### config.mk
export PLATFORM = sky130hd
export DESIGN_NAME = output_axis_packer
export DESIGN_NICKNAME = d
export VERILOG_FILES = /design/src/rtl/accel_axis_pkg.sv /design/src/rtl/axis_out_reg.sv /design/src/rtl/output_axis_packer.sv
export SDC_FILE = /design/constraint.sdc
export NUM_CORES = 1
export LEC_CHECK = 0
export CAP_MARGIN = 20
export CORE_UTILIZATION = 40
export CTS_CLUSTER_DIAMETER = 120
export DETAILED_ROUTE_END_ITERATION = 8
export PLACE_DENSITY = 0.72
export SETUP_SLACK_MARGIN = 0.5
export SLEW_MARGIN = 15
export SYNTH_ARGS = -nofsm -noshare
export SYNTH_HDL_FRONTEND = slang
export SYNTH_SLANG_ARGS = --single-unit
### constraint.sdc
create_clock -name m00_axis_aclk -period 5.95 [get_ports m00_axis_aclk]
set_input_delay 0.8925 -clock m00_axis_aclk [delete_from_list [all_inputs] [get_ports m00_axis_aclk]]
set_output_delay 0.8925 -clock m00_axis_aclk [all_outputs]
set_load 0.01 [all_outputs]
### src/rtl/accel_axis_pkg.sv
// ============================================================================
//  accel_axis_pkg
//  Shared lane/strobe helpers and state encoding for the accelerator AXIS
//  packer and unpacker.
//  Revision: 1.0
// ============================================================================
`default_nettype none

package accel_axis_pkg;

   localparam int c_MAX_STRB_W = 64;

   typedef enum logic [1:0] {
      ST_IDLE  = 2'd0,
      ST_PACK  = 2'd1,
      ST_DRAIN = 2'd2
   } state_t;

   function automatic int calc_lanes(input int data_w, input int pix_w);
      return data_w / pix_w;
   endfunction

   function automatic int calc_spl(input int pix_w);
      return pix_w / 8;
   endfunction

   // Low n_bits strobe bits set; callers slice to their own strobe width.
   function automatic logic [c_MAX_STRB_W-1:0] strb_from_count(input int n_bits);
      logic [c_MAX_STRB_W-1:0] m;
      for (int b = 0; b < c_MAX_STRB_W; b++) begin
         m[b] = (b < n_bits);
      end
      return m;
   endfunction

endpackage

`default_nettype wire

### src/rtl/axis_out_reg.sv
// ============================================================================
//  axis_out_reg
//  Single-entry AXI4-Stream output register with load/hold handshake.
//  Revision: 1.0
// ============================================================================
`default_nettype none

module axis_out_reg #(
   parameter int DATA_W = 32,
   parameter int STRB_W = 4
) (
   input  logic              clk,
   input  logic              rst,
   input  logic              i_load_valid,
   input  logic [DATA_W-1:0] i_load_data,
   input  logic [STRB_W-1:0] i_load_strb,
   input  logic              i_load_last,
   output logic              o_load_ready,
   output logic [DATA_W-1:0] o_tdata,
   output logic [STRB_W-1:0] o_tstrb,
   output logic              o_tlast,
   output logic              o_tvalid,
   input  logic              i_tready
);

   logic [DATA_W-1:0] r_tdata;
   logic [STRB_W-1:0] r_tstrb;
   logic              r_tlast;
   logic              r_tvalid;
   logic              w_load_ready;

   // Free when empty or the current beat is leaving this cycle.
   assign w_load_ready = !r_tvalid || i_tready;
   assign o_load_ready = w_load_ready;

   always_ff @(posedge clk or posedge rst) begin
      if (rst) begin
         r_tdata  <= '0;
         r_tstrb  <= '0;
         r_tlast  <= 1'b0;
         r_tvalid <= 1'b0;
      end else if (i_load_valid && w_load_ready) begin
         r_tdata  <= i_load_data;
         r_tstrb  <= i_load_strb;
         r_tlast  <= i_load_last;
         r_tvalid <= 1'b1;
      end else if (i_tready) begin
         r_tvalid <= 1'b0;
      end
   end

   assign o_tdata  = r_tdata;
   assign o_tstrb  = r_tstrb;
   assign o_tlast  = r_tlast;
   assign o_tvalid = r_tvalid;

endmodule

`default_nettype wire

### src/rtl/output_axis_packer.sv
// ============================================================================
//  output_axis_packer
//  Packs core pixels little-endian into AXIS beats with tstrb/tlast per frame.
//  Revision: 1.0
// ============================================================================
`default_nettype none

module output_axis_packer
   import accel_axis_pkg::*;
#(
   parameter int C_AXIS_TDATA_WIDTH = 32,
   parameter int PIXEL_WIDTH        = 8,
   parameter int FRAME_LEN_WIDTH    = 24
) (
   input  logic                            m00_axis_aclk,
   input  logic                            m00_axis_areset,
   input  logic                            start,
   input  logic [FRAME_LEN_WIDTH-1:0]      frame_len,
   input  logic [PIXEL_WIDTH-1:0]          pix_tdata,
   input  logic                            pix_valid,
   output logic                            pix_ready,
   output logic [C_AXIS_TDATA_WIDTH-1:0]   m00_axis_tdata,
   output logic [C_AXIS_TDATA_WIDTH/8-1:0] m00_axis_tstrb,
   output logic                            m00_axis_tvalid,
   input  logic                            m00_axis_tready,
   output logic                            m00_axis_tlast,
   output logic                            busy,
   output logic                            frame_done
);

   localparam int c_LANES  = calc_lanes(C_AXIS_TDATA_WIDTH, PIXEL_WIDTH);
   localparam int c_SPL    = calc_spl(PIXEL_WIDTH);
   localparam int c_STRB_W = C_AXIS_TDATA_WIDTH / 8;
   localparam int c_LANE_W = (c_LANES > 1) ? $clog2(c_LANES) : 1;
   localparam logic [c_LANE_W-1:0]        c_LAST_LANE = c_LANE_W'(c_LANES - 1);
   localparam logic [c_LANE_W-1:0]        c_LANE_ONE  = c_LANE_W'(1);
   localparam logic [FRAME_LEN_WIDTH-1:0] c_REM_ONE   = FRAME_LEN_WIDTH'(1);

   state_t                          r_state;
   state_t                          w_state_next;
   logic [FRAME_LEN_WIDTH-1:0]      r_remaining;
   logic [c_LANE_W-1:0]             r_lane;
   logic [C_AXIS_TDATA_WIDTH-1:0]   r_pack;
   logic [c_STRB_W-1:0]             r_pack_strb;
   logic                            r_pack_last;
   logic                            r_pending;
   logic                            r_frame_done;

   logic [C_AXIS_TDATA_WIDTH-1:0]   w_pack_next;
   logic [c_MAX_STRB_W-1:0]         w_strb_all;
   logic [c_STRB_W-1:0]             w_beat_strb;
   logic                            w_unused_strb_hi;
   logic                            w_start_ok;
   logic                            w_accept;
   logic                            w_pix_last;
   logic                            w_beat_done;
   logic                            w_tlast_hs;
   logic                            w_load_valid;
   logic                            w_load_ready;
   logic [C_AXIS_TDATA_WIDTH-1:0]   w_load_data;
   logic [c_STRB_W-1:0]             w_load_strb;
   logic                            w_load_last;

   assign pix_ready  = (r_state == ST_PACK) && !r_pending;
   assign busy       = (r_state != ST_IDLE);
   assign frame_done = r_frame_done;

   assign w_start_ok  = (r_state == ST_IDLE) && start && (frame_len != '0);
   assign w_accept    = pix_valid && pix_ready;
   assign w_pix_last  = (r_remaining == c_REM_ONE);
   assign w_beat_done = w_accept && ((r_lane == c_LAST_LANE) || w_pix_last);
   assign w_tlast_hs  = m00_axis_tvalid && m00_axis_tready && m00_axis_tlast;

   always_comb begin
      w_pack_next = r_pack;
      w_pack_next[r_lane*PIXEL_WIDTH +: PIXEL_WIDTH] = pix_tdata;
      w_strb_all  = strb_from_count((int'(r_lane) + 1) * c_SPL);
      w_beat_strb = w_strb_all[c_STRB_W-1:0];
   end

   assign w_unused_strb_hi = ^w_strb_all;

   // A pending beat has priority; no pixel can be accepted while it waits.
   assign w_load_valid = r_pending || w_beat_done;
   assign w_load_data  = r_pending ? r_pack      : w_pack_next;
   assign w_load_strb  = r_pending ? r_pack_strb : w_beat_strb;
   assign w_load_last  = r_pending ? r_pack_last : w_pix_last;

   always_comb begin
      w_state_next = r_state;
      case (r_state)
         ST_IDLE:  if (w_start_ok)              w_state_next = ST_PACK;
         ST_PACK:  if (w_accept && w_pix_last) w_state_next = ST_DRAIN;
         ST_DRAIN: if (w_tlast_hs)             w_state_next = ST_IDLE;
         default:                               w_state_next = ST_IDLE;
      endcase
   end

   always_ff @(posedge m00_axis_aclk or posedge m00_axis_areset) begin
      if (m00_axis_areset) r_state <= ST_IDLE;
      else                 r_state <= w_state_next;
   end

   always_ff @(posedge m00_axis_aclk or posedge m00_axis_areset) begin
      if (m00_axis_areset) begin
         r_remaining  <= '0;
         r_lane       <= '0;
         r_pack       <= '0;
         r_pack_strb  <= '0;
         r_pack_last  <= 1'b0;
         r_pending    <= 1'b0;
         r_frame_done <= 1'b0;
      end else begin
         r_frame_done <= (r_state == ST_DRAIN) && w_tlast_hs;

         if (w_start_ok) begin
            r_remaining <= frame_len;
            r_lane      <= '0;
         end else if (w_accept) begin
            r_remaining <= r_remaining - c_REM_ONE;
            r_lane      <= w_beat_done ? '0 : r_lane + c_LANE_ONE;
         end

         if (r_pending) begin
            if (w_load_ready) begin
               r_pending <= 1'b0;
               r_pack    <= '0;
            end
         end else if (w_beat_done) begin
            if (w_load_ready) begin
               r_pack <= '0;
            end else begin
               r_pack      <= w_pack_next;
               r_pack_strb <= w_beat_strb;
               r_pack_last <= w_pix_last;
               r_pending   <= 1'b1;
            end
         end else if (w_accept) begin
            r_pack <= w_pack_next;
         end
      end
   end

   axis_out_reg #(
      .DATA_W (C_AXIS_TDATA_WIDTH),
      .STRB_W (c_STRB_W)
   ) u_out_reg (
      .clk          (m00_axis_aclk),
      .rst          (m00_axis_areset),
      .i_load_valid (w_load_valid),
      .i_load_data  (w_load_data),
      .i_load_strb  (w_load_strb),
      .i_load_last  (w_load_last),
      .o_load_ready (w_load_ready),
      .o_tdata      (m00_axis_tdata),
      .o_tstrb      (m00_axis_tstrb),
      .o_tlast      (m00_axis_tlast),
      .o_tvalid     (m00_axis_tvalid),
      .i_tready     (m00_axis_tready)
   );

endmodule

`default_nettype wire
Yosys cells after proc, flatten, opt, wreduce, memory -nomap -nowiden:

Cells that the tools add are included.

* output and inout bits: 41
* bits in read-only memories: 0
* bits in registers: 105
* input port bits: 37
* bits in latches: 0
* memories kept: 0
* bits in writable memories: 0

* divide/modulo/power cells: 0
* $mul: 0
* mux-type cells: 23
* shift-type cells: 2
* $lt $le $gt $ge: 4
* eq/ne operators: 8
* reductions and logical operators: 24
* bitwise logic cells: 2
* add/subtract/negate cells: 4

Operator list (count)
* 32-bit 2-to-1 mux: 6
* 24-bit 2-to-1 mux: 2
* 5-bit negator with 34-bit output: 1
* 8-bit by 34-bit variable shift with 32-bit output (first input constant): 1
* 8-bit by 34-bit indexed part select with 32-bit output: 1
* 32-bit bitwise mux: 1
* 24-bit by 1-bit equality test with 1-bit output (second input constant): 1
* 24-bit nonzero test: 1
* 24-bit by 1-bit subtractor with 24-bit output (second input constant): 1
* 2-bit 2-to-1 mux: 6
* 1-bit logical AND: 10
* 1-bit by 3-bit < comparator with 1-bit output (first input constant): 2
* 2-bit by 3-bit < comparator with 1-bit output (first input constant): 2
* 1-bit 2-to-1 mux: 6
* 2-bit one-hot mux with 3 select lines: 1
* 3-bit AND reduction: 2
* 2-bit nonzero test: 3
* 2-bit equality test (second input constant): 2
* 4-bit 2-to-1 mux: 1
* 2-bit by 1-bit != test with 1-bit output (second input constant): 2
* 2-bit != test (second input constant): 2
* 2-bit by 1-bit adder with 3-bit output (second input constant): 1
* 1-bit logical OR: 3
* 3-bit nonzero test: 1
* other kinds (6): 8

Depth between registers and ports, before layout:

Gate-level depths: netlist of the first run.

* depth in word-level cells: 7
* depth in mapped cells: 9

By module:

A second synthesis of the first run with hierarchy kept.

* cells, all modules: 450
* area, all modules: 5317.6 um^2

By module, submodules not included
* output_axis_packer: seq. area each 1676.6 um^2, instances 1, area each 3741.1 um^2, cells an instance 368
* axis_out_reg: seq. area each 950.9 um^2, instances 1, area each 1576.5 um^2, cells an instance 82

Worst setup path before layout of the first run:

OpenSTA, ideal clock, no wires.

* path type: input to register
* from: input port m00_axis_tready
* to: register u_out_reg.r_tdata[12] (netlist: u_out_reg.o_tdata[12])
* data arrival time: 2.452 ns
* setup time: 0.082 ns
* path slack: 3.416 ns
* path buffers: 4
* cell stages on the path: 8
* cells stage by stage: nand2b_1 -> clkbuf_1 -> and2_1 -> clkbuf_1 -> clkbuf_1 -> clkbuf_1 -> nor2_1 -> a22oi_2

* cells in the longest elaborated chain, start to end: 2

RTL lines
* from (decl): RTL line output_axis_packer.sv:25 `input logic m00_axis_tready,`
* 1-bit logical OR: RTL line axis_out_reg.sv:33 `assign w_load_ready = !r_tvalid || i_tready;`
* 1-bit logical AND: RTL line axis_out_reg.sv:42 `end else if (i_load_valid && w_load_ready) begin`
* to (signal assigned): RTL line axis_out_reg.sv:43 `r_tdata <= i_load_data;`
* to (decl): RTL line axis_out_reg.sv:26 `logic [DATA_W-1:0] r_tdata;`

No other way between the ends.
A chain may end at the register's enable or synchronous reset.

Final worst setup path of the first run:

* from: input port frame_len[0]
* to: register r_remaining[17]

* cells in the longest elaborated chain, start to end: 3
* elaborated cells between the ends (all ways): 4
* those cells by class: mux (1); reduce/logical (3)

RTL lines
* from (decl): RTL line output_axis_packer.sv:18 `input logic [FRAME_LEN_WIDTH-1:0] frame_len,`
* 24-bit nonzero test *: RTL line output_axis_packer.sv:68 `assign w_start_ok = (r_state == ST_IDLE) && start && (frame_len != '0);`
* 1-bit logical AND *: RTL line output_axis_packer.sv:68
* 24-bit 2-to-1 mux / 2-bit nonzero test (equally long branches)
* to (signal assigned): RTL line output_axis_packer.sv:117 `r_remaining <= frame_len;`
* to (signal assigned): RTL line output_axis_packer.sv:120 `r_remaining <= r_remaining - c_REM_ONE;`
* to (decl): RTL line output_axis_packer.sv:41 `logic [FRAME_LEN_WIDTH-1:0] r_remaining;`

Every way passes the cells marked *; elsewhere a longest branch is shown, timed or not.

==> results.ini, run 1 <==
[run_status]
status=complete, no violations

[global_route]
grt-ovfl-total=0
grt_antenna_before_repair=0
grt_pass1_vias=4196
grtUsageTotal_pct=20.3
grt_first_pass_wirelength_um=21500
grt_max_degree=61

[placed_design]
dp.final_hpwl_um=8840
placed_cell_area_sq_mm=0.00614
gp_congestion=0.872
dp_slack_ns=2.40
io_buffer_count=77

[pwr]
p_total_w=0.00329
ir_drop_mv=0.156
leakage_nw=2.63
power.density_mw_per_mm2=504

[critical_path]
arrival_ns=3.46
cp.required_ns=6.24
critPathMaxFanout=8
end_kind=register
crit_type=input pin to register
start_kind=input pin

[clock_tree]
clk_pin_slew_ns=0.07
h-tree-depth=3
clock_latency_ns=0.36
cts_max_path_buffers=2
post_cts_buffers=0
cts_num_sinks=105
cts.repair.resized=0
cts-buffers-inserted=9
cts_root_buffer=clkbuf_16
cts_hold_buffers=0
cts_tree=yes

[sta]
fmaxAchievable_ghz=0.316
finalMaxSlewViolations=0
worstMarginPinSlew_ns=1.02
rsz0062_at_grt=false
finalCriticalPeriod_ns=3.17
finalCritPeriodShare_pct=53.3
whs_ns=0.509
finalSetupTns_ns=0
finalHoldViolCount=0
finalWorstSetupSlack_ns=2.78
setup_violations=0
slew_headroom_pct=32.1
skew_ns=0.0103

[worst_hold_path]
hp-class=register to register

[synthesis]
synth.distinct_cells=59
syn_inst=490
syn_avg_cell_area_sq_um=10.8
yosysWarnings=0
synth_area_leaders=dfrtp_1 50%, a22oi_2 6.6%, a22o_1 5.3%
synth_edf_count=0
ys.flop_type=dfrtp_1
synth_top_area_share_pct=49.7
synth_top_area_cell=dfrtp_1
yosysSeqAreaShare_pct=49.7
syn_area_sq_mm=0.00529
async_reset_ff_share_pct=100
ys_seq_elements=105
synth_nets=536

[detailed_routing]
drtAntennaViolNets=0
drtIter0Drc=336
vias=4247
viasPerCell=5.86
first_pass_iters=5
remaining_drc_errors=0
wl_per_cell_um=17.9
wl_um=12900

[floorplan]
initial_utilization_pct=41.4
die_area_sq_mm=0.0137
coreArea_sq_mm=0.0128
fp-row-count=41
ios=78
dieHeight_um=117
die_w_um=117

[cells_and_area]
num-nets-final=594
area_growth_pct=23.3
fillers=1144
antennaDiodeCount=0
stdcell_area_sq_mm=0.00652
layout-drive-gt1-share_pct=13.0

[flow_run]
maxCapViolCount=0

## placed cells by master, fill, tap and decap left out, types with 3 or more instances in the layout
cell,Yosys,routed
o21ai_0,18,18
o311ai_0,6,6
buf_4,0,6
nor3_1,8,8
a22oi_2,28,28
a21oi_1,8,8
nand4_1,4,4
o211ai_1,8,8
a221oi_1,3,3
nor4_1,11,11
ha_1,9,9
a22o_1,32,32
clkbuf_16,0,9
clkdlybuf4s50_1,0,77
a21oi_2,3,3
bufinv_16,0,3
a22oi_1,37,37
nor2_1,50,50
dfrtp_1,105,105
xor2_1,4,4
a221o_1,7,7
inv_6,0,3
inv_1,8,7
nand3_1,13,13
or3_1,4,4
nand2_1,32,32
or4_1,5,5
nand2b_1,10,10
## layer usage
| layer | GRT usage (%) | share of wire [%] | up-vias |
|---|---|---|---|
| li1 | - | - | 1981 |
| met4 | 6.50 | 1.2 | 0 |
| met1 | 29.1 | 47 | 2097 |
| met2 | 31.2 | 47 | 157 |
| met3 | 3.81 | 5.6 | 12 |
| met5 | 0 | 0 | - |
## cell type report
type | instances | area (sq um) | area share, %
Sequential cell | 105 | 2630 | 40.3
Multi-Input combinational cell | 340 | 2450 | 37.6
Timing Repair Buffer | 84 | 843 | 12.9
Clock buffer | 9 | 225 | 3.45
Tap cell | 172 | 215 | 3.30
Clock inverter | 7 | 124 | 1.90
Inverter | 8 | 32.5 | 0.499
## sequential cells by signal (all words and copies together) (netlist names)
signal / flops
u_out_reg.o_tstrb: 4
u_out_reg.o_tvalid: 1
r_state: 2
r_pack: 32
r_pack_last: 1
u_out_reg.o_tlast: 1
r_pack_strb: 4
frame_done: 1
u_out_reg.o_tdata: 32
r_remaining: 24
r_lane: 2
r_pending: 1
## per-stage QoR
step | utilization [%] | cells
final | 51.1 | 725
after global placement | 48.1 | 708
after detailed placement | 48.1 | 708
after global routing | 51.1 | 725
after CTS | 50.8 | 724
after floorplan | - | 490
## synthesized netlist by cell type, drive strengths merged (2+ instances only)
cell    number
buf         21
nand2b      10
nor3b        2
o21a         2
clkbuf      16
nand3       13
and2         2
or2          2
dfrtp      105
inv          8
or4          5
a22oi       65
ha           9
a221o        7
nor3         8
or3          5
nand4        4
xor2         4
mux2         2
o32ai        2
a21oi       11
a211oi       2
o311ai       6
nor4        12
xnor2        2
nor2        50
o21ai       20
nand2       33
a22o        32
o211ai       8
a221oi       4
## path summary, 6_finish.rpt
| kind | startpoint | slack [ns] | depth (start not counted) | to |
|---|---|---|---|---|
| max | frame_len[0] | 2.78 | 7 | r_remaining[17] |
| min | r_pack[0] | 0.51 | 1 | r_pack[0] |
| max reg2reg | r_remaining[8] | 2.94 | 5 | u_out_reg.o_tstrb[2] |
| min reg2reg | r_pack[0] | 0.51 | 1 | r_pack[0] |
| max in group asynchronous | m00_axis_areset | 3.84 | 3 | r_pack[17] |
| min in group asynchronous | m00_axis_areset | 1.04 | 2 | u_out_reg.o_tdata[2] |
## kinds of logic (layout without fill, tap and decap cells)
family / after synthesis / after routing / synth area share, %
AND/OR/NAND/NOR: 156 / 156 / 15.0
multiplexers: 3 / 3 / 0.615
buffers and inverters: 45 / 108 / 4.21
adder cells (fa/ha/maj): 9 / 9 / 2.13
XOR/XNOR: 6 / 6 / 0.994
AO/OA/AOI/OAI: 166 / 166 / 27.3
flip-flops: 105 / 105 / 49.7
## power by group
part	switching, W	total [W]	internal [W]
registers	0.000231	0.00125	0.00102
clock network	0.000282	0.000698	0.000416
logic	0.000680	0.00134	0.000663
## critical path, stage by stage
cell and delay [ns]:
clkdlybuf4s50_1 0.43, nor4_1 0.55, nand4_1 0.24, o21ai_0 0.81, buf_4 0.28, o311ai_0 0.14, nand3_1 0.11
(Power assumes the default switching activity.)
==> run 2: changes to the inputs <==
clock period = 3.1 ns   (was 5.95 ns; I/O delays follow)
==> results.ini, run 2 (synthesized netlist as in run 1, its figures left out) <==
[pwr]
ir_drop_mv=0.483  ; was 0.156 mV
power.density_mw_per_mm2=942  ; was 504 mW/mm^2
leakage_nw=2.69  ; was 2.63 nW

[sta]
finalSetupTns_ns=0  ; unchanged
finalCritPeriodShare_pct=82.7
finalCriticalPeriod_ns=2.56
finalHoldViolCount=0  ; unchanged
rsz0062_at_grt=true  ; was false
fmaxAchievable_ghz=0.390
setup_violations=0  ; unchanged
skew_ns=0.00725  ; was 0.0103 ns
worstMarginPinSlew_ns=0.962  ; was 1.02 ns
slew_headroom_pct=35.9  ; was 32.1%
finalMaxSlewViolations=0  ; unchanged

[critical_path]
start_kind=register  ; was input pin
critical-path-top-delay-family=simple AND/OR/NAND/NOR gates  ; was compound AO/OA/AOI/OAI gates
cp_slowest_cell=or4_4  ; was o21ai_0
arrival_ns=2.81  ; was 3.46 ns
critPathBufInv=3  ; was 2
timing.critical_path.to=r_pack[30]  ; was r_remaining[17]
slowest_delay_ns=0.60  ; was 0.81 ns
cp_cell_sequence=or4_4 -> or3_4 -> o21ai_4 -> buf_12 -> buf_4 -> a221oi_2 -> buf_4 -> a22o_1  ; was clkdlybuf4s50_1 -> nor4_1 -> nand4_1 -> o21ai_0 -> buf_4 -> o311ai_0 -> nand3_1
critPathMaxFanout=10  ; was 8
r2r_slack_ns=0.54  ; was 2.94 ns
r2r_end=r_pack[30]  ; was u_out_reg.o_tstrb[2]
cp_common_cell=buf_4
path_depth=8  ; was 7
crit_type=register to register  ; was input pin to register
cp.required_ns=3.34  ; was 6.24 ns
r2r-start=r_remaining[8]  ; unchanged
critPathLaunch=r_remaining[8]  ; was frame_len[0]
end_kind=register  ; unchanged
rr_worst_depth=8  ; was 5

[cells_and_area]
multiInputGateArea_sq_mm=0.00247  ; was 0.00245 sq mm
layout_common_cells=104 x dfrtp_1, 77 x clkdlybuf4s50_1, 49 x nor2_1  ; was 105 x dfrtp_1, 77 x clkdlybuf4s50_1, 50 x nor2_1
fillers=1124  ; was 1144
layout-drive-gt1-share_pct=16.0  ; was 13.0%
mostFrequentLayoutCell=dfrtp_1  ; unchanged
area_growth_pct=25.4  ; was 23.3%
antennaDiodeCount=0  ; unchanged
seqCellArea_sq_mm=0.00263  ; about the same
num-nets-final=610  ; was 594
stdcell_area_sq_mm=0.00663  ; was 0.00652 sq mm

[detailed_routing]
first_pass_iters=5  ; unchanged
remaining_drc_errors=0  ; unchanged
drtIter0Drc=322  ; was 336
viasPerCell=5.88  ; was 5.86
wl_um=13300  ; was 12900 um
vias=4352  ; was 4247
wl_per_cell_um=18.0  ; was 17.9 um
drtAntennaViolNets=0  ; unchanged

[floorplan]
die_w_um=117  ; unchanged
initial_utilization_pct=41.4  ; unchanged
coreArea_sq_mm=0.0128  ; unchanged
fp-row-count=41  ; unchanged
die_area_sq_mm=0.0137  ; unchanged
dieHeight_um=117  ; unchanged
ios=78  ; unchanged

[clock_tree]
cts-buffers-inserted=9  ; unchanged
clk_pin_slew_ns=0.07  ; about the same
cts_root_buffer=clkbuf_16  ; unchanged
cts_tree=yes  ; unchanged
cts_num_sinks=105  ; unchanged
cts_max_path_buffers=2  ; unchanged
clock_latency_ns=0.36  ; about the same
h-tree-depth=3  ; unchanged

[global_route]
grt_first_pass_wirelength_um=22200  ; was 21500 um
grtUsageTotal_pct=21.3  ; was 20.3%
grt_pass1_vias=4332  ; was 4196
grt-ovfl-total=0  ; unchanged
grt_antenna_before_repair=0  ; unchanged
grt_max_degree=106  ; was 61

[placed_design]
placed_cell_area_sq_mm=0.00628  ; was 0.00614 sq mm
dp.final_hpwl_um=9250  ; was 8840 um
io_buffer_count=77  ; unchanged
gp_congestion=0.880  ; was 0.872

[run_status]
status=complete, no violations  ; unchanged

[worst_hold_path]
hp-class=register to register  ; unchanged

[flow_run]
maxCapViolCount=0  ; unchanged

## run 2: how the worst min path moves through the flow
| stage | from | to | slack, ns | cells past startpoint |
|---|---|---|---|---|
| floorplan | r_pack_strb[1] | u_out_reg.o_tstrb[1] | 0.46 | 2 |
| global placement | r_pack_strb[1] | u_out_reg.o_tstrb[1] | 0.47 | 2 |
| detailed placement | r_pack_strb[1] | u_out_reg.o_tstrb[1] | 0.49 | 2 |
| CTS | r_pack_strb[1] | u_out_reg.o_tstrb[1] | 0.50 | 2 |
| global route | r_pack[17] | r_pack[17] | 0.52 | 1 |
| finish | r_pack_strb[1] | u_out_reg.o_tstrb[1] | 0.50 | 2 |
## run 2: area by class of cell
class | count | area share, %
repair buffers | 100 | 15.0
flip-flops and latches | 105 | 39.6
well taps | 172 | 3.24
clock inverters | 5 | 0.962
clock buffers | 10 | 3.45
multi-input cells | 340 | 37.2
inverters | 8 | 0.509
## run 2: metrics by stage
step | setup WS [ns] | instances | power [W] | hold slack (ns) | utilization, %
4_1_cts | 0.560 | 740 | 0.00626 | 0.502 | 51.8
3_5_place_dp | 0.296 | 721 | 0.00504 | 0.486 | 49.2
3_3_place_gp | 0.389 | 721 | 0.00495 | 0.473 | 49.2
5_1_grt | 0.490 | 740 | 0.00667 | 0.525 | 51.9
6_report | 0.536 | 740 | 0.00625 | 0.498 | 51.9
2_1_floorplan | 0.731 | 490 | 0.00401 | 0.460 | -
## run 2: worst reg2reg max path, cell delays in order, from the launching register on
cell and delay, ns:
dfrtp_2 0.46, or4_4 0.60, or3_4 0.45, o21ai_4 0.18, buf_12 0.16, buf_4 0.13, a221oi_2 0.05, buf_4 0.19
a22o_1 0.24
## run 2: what timing repair did
item,4_1_cts,5_1_grt
setup endpoints to repair,68,27
pin swaps,1,0
hold buffers,0,0
setup buffers,4,0
gates resized for setup,1,4
## run 2: metal layers
metal	vias to the layer above	track usage, %	routed length, um
met4	0	7.26	244
met2	135	33.5	6300
li1	2011	-	-
met5	-	0	0
met1	2188	29.0	6060
met3	18	4.74	740
## run 2: where the power goes
| part | switching (W) | internal, W |
|---|---|---|
| sequential | 0.000432 | 0.00195 |
| combinational | 0.00134 | 0.00137 |
| clock | 0.000527 | 0.000630 |
| total | 0.00230 | 0.00395 |
==> RTL edit 1 (config.mk and constraints of run 2) <==
Set the package constant `c_MAX_STRB_W` to 128 (it was 64).
--- a/src/rtl/accel_axis_pkg.sv
+++ b/src/rtl/accel_axis_pkg.sv
@@ -8,7 +8,7 @@
 
 package accel_axis_pkg;
 
-   localparam int c_MAX_STRB_W = 64;
+   localparam int c_MAX_STRB_W = 128;
 
    typedef enum logic [1:0] {
       ST_IDLE  = 2'd0,
Formal check against the unedited RTL: equivalent (Yosys induction, for registers that start in step).
==> RTL edit 1 against run 2 <==
Design area fell by 3.7%. Total power fell by 11%. Core utilization rose by 0.61 points. Clock skew rose by 0.0065 ns. Synthesized area fell by 4.2%. Sequential cell count did not move. Wire length fell by 10%. Worst setup slack improved by 0.12 ns.
==> RTL edit 1: results (changes against run 2) <==
reg2reg_slack_ns: 0.66  # +0.12 ns
reg2reg_to: "u_out_reg.o_tdata[31]$_DFFE_PP0P_"
dp_hpwl_um: 8710  # -5.8%
hold_path_depth: 1  # -1
layoutNonFillerInstCount: 698  # -5.7%
grt_use_met2: 0.3483  # +0.01298
gp_congestion: 0.8056  # -8.4%
final_cell_area_um2: 6390  # -3.7%
tightest_slew_ns: 0.7451  # -0.2168 ns
clock.fmax_ghz: 0.4095  # +5.0%
synth_nets: 495  # -7.6%
firstDrtPassIters: 4  # -1
synth_compound_area_frac: 0.2041  # -0.06933
htree_levels: 3  # unchanged
grt_pass1_wl_um: 19750  # -11%
dr_wl_met2_um: 6197  # -1.6%
status: "finished, final reports clean"
met1_usage: 0.2402  # -0.04983
synthTopCellsByArea: "dfrtp_1 (52%), a22o_1 (11%), mux2_1 (7.8%), nand2_1 (2.7%), ha_1 (2.2%)"
power.leakage_nw: 2.810  # +4.5%
track_usage: 0.1921  # -0.02042
vias: 4025  # -7.5%
use_met3: 0.02912  # -0.01826
switching_share: 0.3631  # -0.004775
cts_setup_buffers: 0  # -4
synth_cell_types: 48  # -19%
drtIter0Drc: 274  # -15%
ir_drop_v: 0.0003591  # -26%
drive_above_1_share: 0.07736  # -0.08285
synth_top_cells_by_count: "dfrtp_1 (105), a22o_1 (65), nand2_1 (36)"
synth_adder_area_share: 0.02222  # +0.0009250
wl_met3_um: 533  # -28%
dp_cells: 682  # -5.4%
worstPathArrival_ns: 2.73  # -0.08 ns
synth_xor_area_frac: 0.01210  # +0.002160
muxShareOfSynthArea: 0.08763  # +0.08148
min_from: "u_out_reg.o_tdata[29]$_DFFE_PP0P_"
finClkSkew_ns: 0.01374  # +0.006490 ns
rr_worst_depth: 6  # -2
synth_area_per_cell_um2: 11.29  # +4.6%
dpl_worst_slack_ns: 0.3556  # +0.05944 ns
cp-startpoint: "r_lane[1]$_DFFE_PP0P_"
drt_wl_total_um: 11960  # -10%
place_area_um2: 6075  # -3.3%
worst-path-max-fanout: 8  # -2
wirelength_met1_um: 5173  # -15%
grt_max_degree: 51  # -52%
nFillCells: 1088  # -3.2%
nets: 571  # -6.4%
seq_area_frac_synth: 0.5184  # +0.02158
==> RTL edit 1: changes by cell type after synthesis, sizes merged, moves of 4 or more <==
cell    before  now
mux2i        1    5
a22o        32   65
nor4        12   16
a22oi       65    4
mux2         2   35
nand2       33   37
nor2        50   22
a221oi       4    0
xnor2        2    7
nand2b      10    5
buf         21    5
xor2         4    0
==> RTL edit 1: worst max-delay path, cell delays in order (launching register included) <==
cell,delay (ns)
dfrtp_1,0.41
inv_1,0.12
ha_1,0.35
or4b_2,0.67
nor2_1,0.45
a22o_1,0.26
mux2_1,0.13
==> RTL edit 1: worst min path at each step <==
stage / endpoint / slack (ns)
floorplan: r_pack_strb[0]$_DFFE_PP0P_ / 0.46
global placement: r_pack_strb[0]$_DFFE_PP0P_ / 0.47
detailed placement: u_out_reg.o_tdata[29]$_DFFE_PP0P_ / 0.48
CTS: u_out_reg.o_tdata[29]$_DFFE_PP0P_ / 0.50
global route: u_out_reg.o_tdata[19]$_DFFE_PP0P_ / 0.52
finish: u_out_reg.o_tdata[29]$_DFFE_PP0P_ / 0.49
==> RTL edit 1: power groups by stage <==
stage               registers (mW)  clock network (mW)  logic (mW)
floorplan                     2.26                   0        1.33
global placement              2.25                   0        2.10
detailed placement            2.28                   0        2.17
finish                        2.27                1.12        2.18
CTS                           2.26                1.14        2.18
global route                  2.33                1.20        2.39
==> RTL edit 1: what timing repair did <==
action                                 CTS  global route
setup endpoints to repair                0            34
endpoints found under the hold margin    0             0
resized for setup                        0             2
==> RTL edit 1: cell type report <==
type / count / area share
Inverter: 10 / 0.006462
Tap cell: 168 / 0.03290
Timing Repair Buffer: 89 / 0.1367
Clock inverter: 6 / 0.009595
Sequential cell: 105 / 0.4112
Multi-Input combinational cell: 310 / 0.3658
Clock buffer: 10 / 0.03740
==> RTL edit 2 (settings of run 2) <==
Made on the original files. Re-encode `state_t` (3 states) as one-hot, 3 bits wide.
--- a/src/rtl/accel_axis_pkg.sv
+++ b/src/rtl/accel_axis_pkg.sv
@@ -10,10 +10,10 @@
 
    localparam int c_MAX_STRB_W = 64;
 
-   typedef enum logic [1:0] {
-      ST_IDLE  = 2'd0,
-      ST_PACK  = 2'd1,
-      ST_DRAIN = 2'd2
+   typedef enum logic [2:0] {
+      ST_IDLE  = 3'b001,
+      ST_PACK  = 3'b010,
+      ST_DRAIN = 3'b100
    } state_t;
 
    function automatic int calc_lanes(input int data_w, input int pix_w);
Function: no difference found for any inputs over 4 cycles, from zero or initial values and one cycle with m00_axis_areset high; so few cycles prove little.
==> RTL edit 2 against run 2 <==
Worst setup slack gained 0.039 ns. First-iteration DRC count shrank 8.7%. Hold slack gained 0.0035 ns. Wire length shrank 6.9%. Fmax grew 1.6%. Synthesized area shrank 1.6%. Sequential cell count grew 1. Design area shrank 2.4%. Highest routed layer unchanged.
Power is not compared: it rests on default switching activity, and its combinational part moved more than twofold at a synthesized area within 25%.
==> RTL edit 2: results (changes against run 2) <==
synthTopCellsByArea: "dfrtp_1 (50%), mux2_2 (7.4%), a22o_1 (6.7%), a32o_1 (4.6%), nand2_1 (2.7%)"
dr_wl_met2_um: 6152  # -2.3%
rr_worst_depth: 5  # -3
viasPerCell: 5.764  # -2.0%
track_usage: 0.1979  # -0.01466
nets: 574  # -5.9%
final.min_clock_period_ns: 2.525  # -0.03916 ns
cts_root_buffer: "clkbuf_16"
dp_hpwl_um: 8650  # -6.5%
hold_path.class: "reg -> reg"
firstDrtPassIters: 4  # -1
min_from: "r_pack_strb[0]$_DFFE_PP0P_"
wirelength_met1_um: 5450  # -10%
r2r-start: "r_remaining[8]$_DFFE_PP0P_"
grt_pass1_vias: 3984  # -8.0%
routedWlPerCell_um: 17.63  # -2.2%
top_layer: "met4"
synth_top_cells_by_count: "dfrtp_1 (105), a22o_1 (40), nand2_1 (38)"
place_area_um2: 6147  # -2.1%
synth_nets: 504  # -6.0%
drtIter0Drc: 294  # -8.7%
worstPathArrival_ns: 2.76  # -0.05 ns
finClkSkew_ns: 0.006656  # -0.0005891 ns
hold_end: "r_pack_strb[0]$_DFFE_PP0P_"
tightest_slew_ns: 0.5633  # -0.3986 ns
grt_pass1_wl_um: 20470  # -7.9%
worst-path-max-fanout: 11  # +1
nFillCells: 1152  # +2.5%
reg2reg_to: "r_pack_strb[3]$_DFFE_PP0P_"
synth_cell_types: 59  # unchanged
port_buffers: 77  # unchanged
clock_path_buffers: 2  # unchanged
dpl_worst_slack_ns: 0.2064  # -0.08974 ns
seq_area_frac_synth: 0.5099  # +0.01305
reg2reg_slack_ns: 0.57  # +0.04 ns
grt_max_degree: 107  # +0.94%
hold_path_depth: 1  # -1
clk_latency_ns: 0.35
drive_above_1_share: 0.1560  # -0.004196
status: "finished, final reports clean"
gp_congestion: 0.8435  # -4.1%
cts_inserted_buffers: 9  # unchanged
wl_met3_um: 611  # -17%
ys.warnings.count: 0  # unchanged
power.leakage_nw: 2.779
ir_drop_v: 0.0004727
htree_levels: 3  # unchanged
## RTL edit 2: critical path: stages (launching register included)
cell and delay (ns):
dfrtp_1 0.47, nor4_4 0.45, nand2_2 0.26, o21a_1 0.35
nor3_2 0.48, mux2_2 0.40
## RTL edit 2: cells by family after synthesis
family / after synthesis / synth area share
flops: 106 / 0.5099
mux: 39 / 0.08317
buf+inv: 45 / 0.03822
xor+xnor: 8 / 0.01346
compound gates: 123 / 0.1959
simple gates: 128 / 0.1377
fa+ha+maj: 9 / 0.02163
## RTL edit 2: metrics by stage
stage	util	hold WS, ns	power, mW	std cells
2_1_floorplan	-	0.4722	2.681	458
3_3_place_gp	0.4851	0.4874	3.032	686
3_5_place_dp	0.4851	0.4915	3.080	686
4_1_cts	0.5077	0.5086	4.183	701
5_1_grt	0.5110	0.5123	4.448	704
6_report	0.5110	0.5018	4.203	704
## RTL edit 2: area by class of cell
class                      instances  area, um2  area share
clock buffer                       9      225.2     0.03478
clock inverter                     6      50.05    0.007729
inverter                          11      45.04    0.006957
multi-input combinational        307       2379      0.3673
sequential                       106       2654      0.4099
tap                              172      215.2     0.03324
timing repair buffer              93      907.1      0.1401
## RTL edit 2: power breakdown
part	switching (mW)	total, mW	internal, mW
clock	0.528	1.08	0.552
combinational	0.660	1.23	0.571
sequential	0.274	1.89	1.62
total	1.46	4.20	2.74
## RTL edit 2: metal layers
| metal | vias up | GRT usage |
|---|---|---|
| met5 | - | 0 |
| met4 | 0 | 0.07521 |
| li1 | 1886 | - |
| met3 | 19 | 0.03347 |
| met1 | 2029 | 0.2541 |
| met2 | 124 | 0.3345 |
## RTL edit 2: what timing repair did
action,in CTS,in global routing
endpoints found under the setup margin,8,61
pin swaps,0,1
gates resized for setup,2,4
cloned,0,0
buffers inserted,0,3
